===== src/rtl/cpu_control_unit_if.sv =====
// Fetch-side <-> control-unit bus: instruction word, IN handshake, fetch controls and output port.
interface cpu_control_unit_if #(
    parameter int INSTRUCTION_LEN = 10,
    parameter int DATA_LEN        = 8
);
    logic [INSTRUCTION_LEN:0] IR;
    logic                     Enter;
    logic [DATA_LEN-1:0]      Input;
    logic                     IRload;
    logic                     PClocd;
    logic                     Jmux;
    logic [DATA_LEN-1:0]      Output;
    logic                     OutValid;
    logic                     Halt;
    logic [2:0]               State;

    modport master (
        output IR, Enter, Input,
        input  IRload, PClocd, Jmux, Output, OutValid, Halt, State
    );

    modport slave (
        input  IR, Enter, Input,
        output IRload, PClocd, Jmux, Output, OutValid, Halt, State
    );
endinterface


===== src/rtl/cpu_control_unit.sv =====
// Moore controller + 8-bit accumulator behind the fetch stage.
// CONTROL_STEP_EN adds a Step input that gates S_START -> S_FETCH (single-step mode).
module cpu_control_unit #(
    parameter int ADDR_LEN        = 4,
    parameter int INSTRUCTION_LEN = 10,
    parameter int DATA_LEN        = 8
) (
    input  logic Clock,
    input  logic Reset,
`ifdef CONTROL_STEP_EN
    input  logic Step,
`endif
    cpu_control_unit_if.slave bus
);
    typedef enum logic [2:0] {
        S_START  = 3'd0,
        S_FETCH  = 3'd1,
        S_DECODE = 3'd2,
        S_EXEC   = 3'd3,
        S_INWAIT = 3'd4,
        S_HALT   = 3'd5
    } state_t;

    localparam logic [2:0] OP_NOP  = 3'b000;
    localparam logic [2:0] OP_IN   = 3'b001;
    localparam logic [2:0] OP_OUT  = 3'b010;
    localparam logic [2:0] OP_DEC  = 3'b011;
    localparam logic [2:0] OP_JMP  = 3'b100;
    localparam logic [2:0] OP_JNZ  = 3'b101;
    localparam logic [2:0] OP_INC  = 3'b110;
    localparam logic [2:0] OP_HALT = 3'b111;

    state_t              state;
    logic [DATA_LEN-1:0] acc;
    logic [DATA_LEN-1:0] out_q;
    logic                out_vld;
    logic [2:0]          op;
    logic                take_jump;

    // Jump target and spare bits are consumed by the fetch stage, not here.
    logic unused_ir;
    assign unused_ir = ^{bus.IR[INSTRUCTION_LEN], bus.IR[INSTRUCTION_LEN-4:0]};

    assign op        = bus.IR[INSTRUCTION_LEN-1 -: 3];
    assign take_jump = (op == OP_JMP) || ((op == OP_JNZ) && (acc != '0));

    always_ff @(posedge Clock or negedge Reset) begin
        if (!Reset) begin
            state   <= S_START;
            acc     <= '0;
            out_q   <= '0;
            out_vld <= 1'b0;
        end else begin
            out_vld <= 1'b0;
            case (state)
                S_START: begin
`ifdef CONTROL_STEP_EN
                    if (Step) state <= S_FETCH;
`else
                    state <= S_FETCH;
`endif
                end
                S_FETCH:  state <= S_DECODE;
                S_DECODE: begin
                    case (op)
                        OP_IN:   state <= S_INWAIT;
                        OP_HALT: state <= S_HALT;
                        default: state <= S_EXEC;
                    endcase
                end
                S_EXEC: begin
                    case (op)
                        OP_OUT: begin
                            out_q   <= acc;
                            out_vld <= 1'b1;
                        end
                        OP_DEC:  acc <= acc - DATA_LEN'(1);
                        OP_INC:  acc <= acc + DATA_LEN'(1);
                        OP_NOP, OP_IN, OP_JMP, OP_JNZ, OP_HALT: ;
                        default: ;
                    endcase
                    state <= S_START;
                end
                S_INWAIT: begin
                    if (bus.Enter) begin
                        acc   <= bus.Input;
                        state <= S_START;
                    end
                end
                S_HALT:  state <= S_HALT;
                default: state <= S_START;
            endcase
        end
    end

    // Fetch controls follow the state register directly so reset takes effect immediately.
    always_comb begin
        bus.IRload = 1'b0;
        bus.PClocd = 1'b0;
        bus.Jmux   = 1'b1;
        bus.Halt   = 1'b0;
        case (state)
            S_FETCH: begin
                bus.IRload = 1'b1;
                bus.PClocd = 1'b1;
            end
            S_EXEC: begin
                if (take_jump) begin
                    bus.PClocd = 1'b1;
                    bus.Jmux   = 1'b0;
                end
            end
            S_HALT:  bus.Halt = 1'b1;
            default: ;
        endcase
    end

    assign bus.State    = state;
    assign bus.Output   = out_q;
    assign bus.OutValid = out_vld;
endmodule


===== src/flat_wrapper.sv =====
// flat-port wrapper written by rule: the top's interface ports become plain ports
module cpu_control_unit_flat 
#(
    parameter int ADDR_LEN        = 4,
    parameter int INSTRUCTION_LEN = 10,
    parameter int DATA_LEN        = 8
)
  (Clock, Reset, bus_IR, bus_Enter, bus_Input, bus_IRload, bus_PClocd, bus_Jmux, bus_Output, bus_OutValid, bus_Halt, bus_State);
  cpu_control_unit_if #(.INSTRUCTION_LEN(INSTRUCTION_LEN), .DATA_LEN(DATA_LEN)) bus_i ();
  input  logic Clock;
  input  logic Reset;
  input wire logic [$bits(bus_i.IR)-1:0] bus_IR;
  input wire logic [$bits(bus_i.Enter)-1:0] bus_Enter;
  input wire logic [$bits(bus_i.Input)-1:0] bus_Input;
  output wire logic [$bits(bus_i.IRload)-1:0] bus_IRload;
  output wire logic [$bits(bus_i.PClocd)-1:0] bus_PClocd;
  output wire logic [$bits(bus_i.Jmux)-1:0] bus_Jmux;
  output wire logic [$bits(bus_i.Output)-1:0] bus_Output;
  output wire logic [$bits(bus_i.OutValid)-1:0] bus_OutValid;
  output wire logic [$bits(bus_i.Halt)-1:0] bus_Halt;
  output wire logic [$bits(bus_i.State)-1:0] bus_State;
  assign bus_i.IR = bus_IR;
  assign bus_i.Enter = bus_Enter;
  assign bus_i.Input = bus_Input;
  assign bus_IRload = bus_i.IRload;
  assign bus_PClocd = bus_i.PClocd;
  assign bus_Jmux = bus_i.Jmux;
  assign bus_Output = bus_i.Output;
  assign bus_OutValid = bus_i.OutValid;
  assign bus_Halt = bus_i.Halt;
  assign bus_State = bus_i.State;
  cpu_control_unit #(.ADDR_LEN(ADDR_LEN), .INSTRUCTION_LEN(INSTRUCTION_LEN), .DATA_LEN(DATA_LEN)) u_core (.Clock(Clock), .Reset(Reset), .bus(bus_i));
endmodule

===== config.mk =====
export PLATFORM = sky130hd
export DESIGN_NAME = cpu_control_unit_flat
export DESIGN_NICKNAME = d
export VERILOG_FILES = /design/src/rtl/cpu_control_unit_if.sv /design/src/rtl/cpu_control_unit.sv /design/src/flat_wrapper.sv
export SDC_FILE = /design/constraint.sdc
export NUM_CORES = 1
export LEC_CHECK = 0
export CORE_ASPECT_RATIO = 0.75
export CORE_MARGIN = 1
export CORE_UTILIZATION = 50
export DETAILED_ROUTE_END_ITERATION = 7
export PLACE_DENSITY = 0.84
export SYNTH_ARGS = -nofsm -noshare
export SYNTH_HDL_FRONTEND = slang
export SYNTH_SLANG_ARGS = --single-unit
export TNS_END_PERCENT = 5

===== constraint.sdc =====
create_clock -name Clock -period 3.2 [get_ports Clock]
set_clock_uncertainty 0.2 [all_clocks]
set_input_delay 0.8 -clock Clock [delete_from_list [all_inputs] [get_ports Clock]]
set_output_delay 0.8 -clock Clock [all_outputs]
set_load 0.03 [all_outputs]

# After elaboration in Yosys (flattened, before gate mapping)

Index checks and enable logic that the tools add are counted.
W data, S select, Z words.

Register bits: 20
Output and inout bits: 16
Word-level logic and storage cells: 41

Add/sub/neg operators: 2
Equal/unequal tests: 14
Muxes and demuxes: 14
Reductions and logical operators: 7

Operator list:

| operator              | number |
|---|---|
| $pmux W8 S2           | 2 |
| $eq A3 B3 Y1 const B  | 6 |
| $pmux W3 S5           | 1 |
| $eq A3 B2 Y1 const B  | 4 |
| $add A8 B1 Y8 const B | 1 |
| $mux W8               | 1 |
| $reduce_bool A8 Y1    | 1 |
| $sub A8 B1 Y8 const B | 1 |
| $mux W1               | 7 |
| $eq A3 B1 Y1 const B  | 2 |
| $pmux W3 S2           | 1 |
| $logic_not A3 Y1      | 1 |
| $mux W3               | 1 |
| $ne A3 B3 Y1 const B  | 1 |
| $reduce_and A3 Y1     | 1 |
| $ne A2 B2 Y1 const B  | 1 |
| $pmux W1 S2           | 1 |
| $reduce_and A2 Y1     | 1 |
| $reduce_bool A2 Y1    | 1 |
| $logic_and A1 B1 Y1   | 1 |
| $logic_or A1 B1 Y1    | 1 |

# Depth between registers and ports, before layout

Word-level depth: 5
Depth in mapped cells: 7

# Worst setup path after synthesis

No wires, ideal clock.

Path type: input -> register
Start point: input port bus_IR[7]
End point: register u_core.acc[7]
Arrival time: 2.447 ns
Data required time: 2.913 ns
Path slack: 0.466 ns
Stages on the path: 7
Buffers on the path: 0
Cell sequence: nand3b_1 -> ha_1 -> o211ai_1 -> nor3_1 -> or3_1 -> and2_4 -> a211oi_2

Word-level cells in the longest chain between the ends: 3
Elaborated cells on any way between the ends: 6
Those cells by class: eq/ne: 3; mux: 2; reduce/logical: 1

Ends and longest elaborated chain:

| what                                                    | RTL line               | RTL |
|---|---|---|
| start, declared                                         | flat_wrapper.sv:12     | `input wire logic [$bits(bus_i.IR)-1:0] bus_IR;` |
| $eq A3 B3 Y1 / $eq A3 B2 Y1 (equally long branches)     | cpu_control_unit.sv:72 | `case (op)` |
| $pmux W8 S2 / $ne A3 B3 Y1 (equally long branches)      | n/a                    |  |
| $pmux W8 S2 / $reduce_and A3 Y1 (equally long branches) | n/a                    |  |
| end signal, assigned                                    | cpu_control_unit.sv:77 | `OP_DEC: acc <= acc - DATA_LEN'(1);` |
| end signal, assigned                                    | cpu_control_unit.sv:78 | `OP_INC: acc <= acc + DATA_LEN'(1);` |
| end signal, assigned                                    | cpu_control_unit.sv:86 | `acc <= bus.Input;` |
| end, declared                                           | cpu_control_unit.sv:34 | `logic [DATA_LEN-1:0] acc;` |

Parallel ways exist; a longest one is shown, timed or not.
A chain may end at the register's enable or synchronous reset.

# Worst setup path after layout

Start point: input port bus_IR[9]
End point: output port bus_PClocd

Word-level cells in the longest chain between the ends: 5
Elaborated cells on any way between the ends: 6
Those cells by class: eq/ne: 2; mux: 2; reduce/logical: 2

Ends and longest elaborated chain:

| what                 | RTL line                | RTL |
|---|---|---|
| $eq A3 B3 Y1         | cpu_control_unit.sv:45  | `assign take_jump = (op == OP_JMP) \|\| ((op == OP_JNZ) && (acc != '0));` |
| $logic_and A1 B1 Y1  | cpu_control_unit.sv:45  |  |
| $logic_or A1 B1 Y1 * | cpu_control_unit.sv:45  |  |
| $mux W1 *            | cpu_control_unit.sv:108 | `if (take_jump) begin` |
| $pmux W1 S2 *        | cpu_control_unit.sv:102 | `case (state)` |
| end, declared        | flat_wrapper.sv:16      | `output wire logic [$bits(bus_i.PClocd)-1:0] bus_PClocd;` |

Mark *: on every way between the ends. The rest lies on a longest branch, timed or not.

==> results_dict.tcl <==
set metrics [dict create \
    run_status "finished, final reports clean" \
    power.share.clock 0.124 \
    worstMarginPinSlew_ps 862 \
    routed_wl_um 3120 \
    ctsHoldBuffers 0 \
    worstSetupEndpointType "primary output" \
    die_y_um 45.6 \
    cp_top_family "buffers and inverters" \
    grt_pass1_wl_um 5220 \
    p_sw_frac 0.437 \
    cts_made_buffers 3 \
    drv_slew 0 \
    timing.fmax_mhz 334 \
    max_stage_delay_ps 500 \
    grt.met1_usage 0.364 \
    power_frac_seq 0.298 \
    rsz0062_at_grt "no" \
    combPwrFrac 0.578 \
    place_congestion 0.903 \
    path_clk_slew_ps 110 \
    wl_per_cell_um 13.9 \
    grt_usage 0.263 \
    grt_overflow_total 0 \
    die_area_um2 2750 \
    synth_top_cell_by_area "dfrtp_1" \
    drtIter0Drc 60 \
    ant_nets 0 \
    finalCritPeriodShare 0.935 \
    switching_power_uw 737 \
    busiest_layer "met2" \
    diodes 0 \
    dp_slack_ps -28.9 \
    coreArea_um2 2350 \
    clock_latency_ps 310 \
    grt_max_degree 21 \
    post_cts_buffers 0 \
    cts_sinks 20 \
    yosysWarnings 0 \
    path_max_fanout 5 \
    syn-num-nets 178 \
    nNetsFinal 222 \
    avgSynthCellArea_um2 8.58 \
    hpwl_um 2500 \
    place_inst 221 \
    synth.ff_latch_count 20 \
    syn2layout_area_growth_pct 36.6 \
    period_needed_ps 2990 \
    setup_slack_ps 207 \
    vias 1239 \
    min_path_type "flip-flop to flip-flop" \
    grtUsageMet3 0.0540 \
    synth_cells 148 \
    slew_headroom 0.423 \
    critPathKind "primary input to primary output" \
    num_rows 15 \
    vdd_drop_max_uv 497 \
    synth_top_area_frac 0.394 \
    die_w_um 60.2 \
    vias_per_cell 5.51 \
    cts_tree "yes" \
    nFillCells 173 \
    initial_core_util 0.541 \
    path_cells "clkdlybuf4s50_1 > buf_4 > nand4b_1 > nor2_1 > nand2_1 > o21ai_0 > buf_4" \
    instances_no_fill 225 \
    power_density_nw_per_um2 973 \
    leakagePower_uw 0.000764 \
    antenna_found_initial 0 \
    cpMaxStageDelayCell "clkdlybuf4s50_1" \
    post_cts_resized 0 \
    drc 0 \
    synth.area.top_cells "dfrtp_1 39%, nand2_1 11%, ha_1 6.9%" \
    regArea_um2 500 \
    met2_usage 0.409 \
    cp.arrival_ps 1990 \
    firstDrtPassIters 4 \
    startpoint_type "primary input" \
    clock-root-buffer "clkbuf_4" \
    synth.distinct_cells 40 \
    clk_path_buf_depth 2 \
    crit_required_ps 2200 \
    ios 38 \
    ctsHtreeMaxLevel 1 \
    p_int_uw 951 \
    synth_area_um2 1270 \
    drive_above_1_share 0.147 \
    setup_viol 0 \
    multi_input_area_um2 742 \
    hold_viol_final 0 \
    synth-seq-area-share 0.394 \
    crit_buf_inv 3 \
    crit_top_cell "buf_4" \
    portBuffers 29 \
    maxCapViolCount 0 \
    grt_pass1_vias 1159 \
]
metal layers:
metal,vias up,share of wire
met5,-,0
met4,0,0.0087
met3,4,0.055
met2,49,0.49
met1,579,0.45
li1,607,-
through the flow:
stage | utilization | hold WS (ps) | TNS (ps) | instance area (µm²) | total power, µW
2_1_floorplan | - | 289 | 0 | 1270 | 1100
3_3_place_gp | 0.717 | 257 | 0 | 1680 | 1430
3_5_place_dp | 0.717 | 262 | -28.9 | 1680 | 1480
4_1_cts | 0.740 | 290 | 0 | 1740 | 1690
5_1_grt | 0.740 | 317 | 0 | 1740 | 1820
6_report | 0.740 | 283 | 0 | 1740 | 1690
cell usage after synthesis:
cell / n
o21ai_0: 10
xor2_1: 1
dfrtp_1: 20
inv_1: 1
a211oi_2: 2
clkinv_1: 1
or2_2: 1
or2b_4: 1
nand4_1: 1
a21o_2: 1
nor4bb_1: 1
nor2_1: 11
a2bb2oi_1: 1
or2b_1: 1
nand3_1: 1
nor2b_1: 2
nand3b_1: 2
or3_1: 3
nand2_1: 36
o2bb2ai_1: 1
nor4_1: 2
o211ai_1: 1
o21a_1: 1
fa_1: 1
a21oi_1: 11
and2_4: 1
nor3b_1: 1
nor3_1: 3
mux2i_1: 1
or4b_2: 1
nand2b_1: 2
a31oi_1: 4
and2b_2: 1
o31ai_1: 1
and2_1: 1
o221ai_1: 1
ha_1: 7
buf_2: 4
xnor2_1: 4
nand4b_1: 2
power by group through the flow:
stage          Sequential (µW)  Clock (µW)  Combinational (µW)
6_report                   504         209                 976
5_1_grt                    520         220                1080
3_5_place_dp               508           0                 974
3_3_place_gp               494           0                 940
4_1_cts                    502         208                 979
2_1_floorplan              571           0                 529
sequential cells by signal, indices dropped and copies added, names as in the netlist:
signal and flops:
u_core.bus.OutValid 1, u_core.bus.State 3, u_core.bus.Output 8, u_core.acc 8
worst min-delay path, delay by kind of cell, from the launching register on:
| family | cells | cell delay [ps] |
|---|---|---|
| flip-flops | 1 | 360 |
| AND/OR/NAND/NOR | 2 | 100 |
cell families after synthesis:
| family | synth area share |
|---|---|
| multiplexers | 0.00788 |
| buffers and inverters | 0.0217 |
| AND/OR/NAND/NOR | 0.290 |
| adder cells (fa/ha/maj) | 0.0847 |
| XOR/XNOR | 0.0345 |
| flip-flops | 0.394 |
| AO/OA/AOI/OAI | 0.167 |
area by class of cell:
cell class | instances | share of cell area
tap | 34 | 0.0245
multi-input combinational | 122 | 0.428
timing repair buffer | 43 | 0.225
sequential | 20 | 0.288
inverter | 2 | 0.00433
clock buffer | 3 | 0.0130
clock inverter | 1 | 0.0173
cell usage in the layout, fill, tap and decap left out, types with 2 or more instances in the layout:
| cell type | synthesis | routed |
|---|---|---|
| ha_1 | 7 | 7 |
| nand4b_1 | 2 | 2 |
| xnor2_1 | 4 | 4 |
| clkbuf_4 | 0 | 3 |
| o21ai_0 | 10 | 10 |
| a31oi_1 | 4 | 4 |
| nor3_1 | 3 | 3 |
| nor4_1 | 2 | 2 |
| a21oi_1 | 11 | 11 |
| buf_4 | 0 | 16 |
| or3_1 | 3 | 3 |
| nor2_1 | 11 | 11 |
| a211oi_2 | 2 | 2 |
| clkdlybuf4s50_1 | 0 | 27 |
| nand2b_1 | 2 | 2 |
| nor2b_1 | 2 | 2 |
| dfrtp_1 | 20 | 20 |
| nand3b_1 | 2 | 2 |
| nand2_1 | 36 | 36 |
worst paths after layout:
check	start	endpoint	slack, ps	cells past startpoint
worst max-delay path	bus_IR[9]	bus_PClocd	210	7
worst min-delay path	u_core.bus.Output[3]$_DFFE_PN0P_	u_core.bus.Output[3]$_DFFE_PN0P_	280	2
worst max register to register	u_core.acc[0]$_DFFE_PN0P_	u_core.acc[6]$_DFFE_PN0P_	1040	6
worst min register to register	u_core.bus.Output[3]$_DFFE_PN0P_	u_core.bus.Output[3]$_DFFE_PN0P_	280	2
max in group asynchronous	Reset	u_core.acc[0]$_DFFE_PN0P_	1500	1
min in group asynchronous	Reset	u_core.bus.Output[0]$_DFFE_PN0P_	770	1
Note: power is estimated with default switching activity, not from simulation.
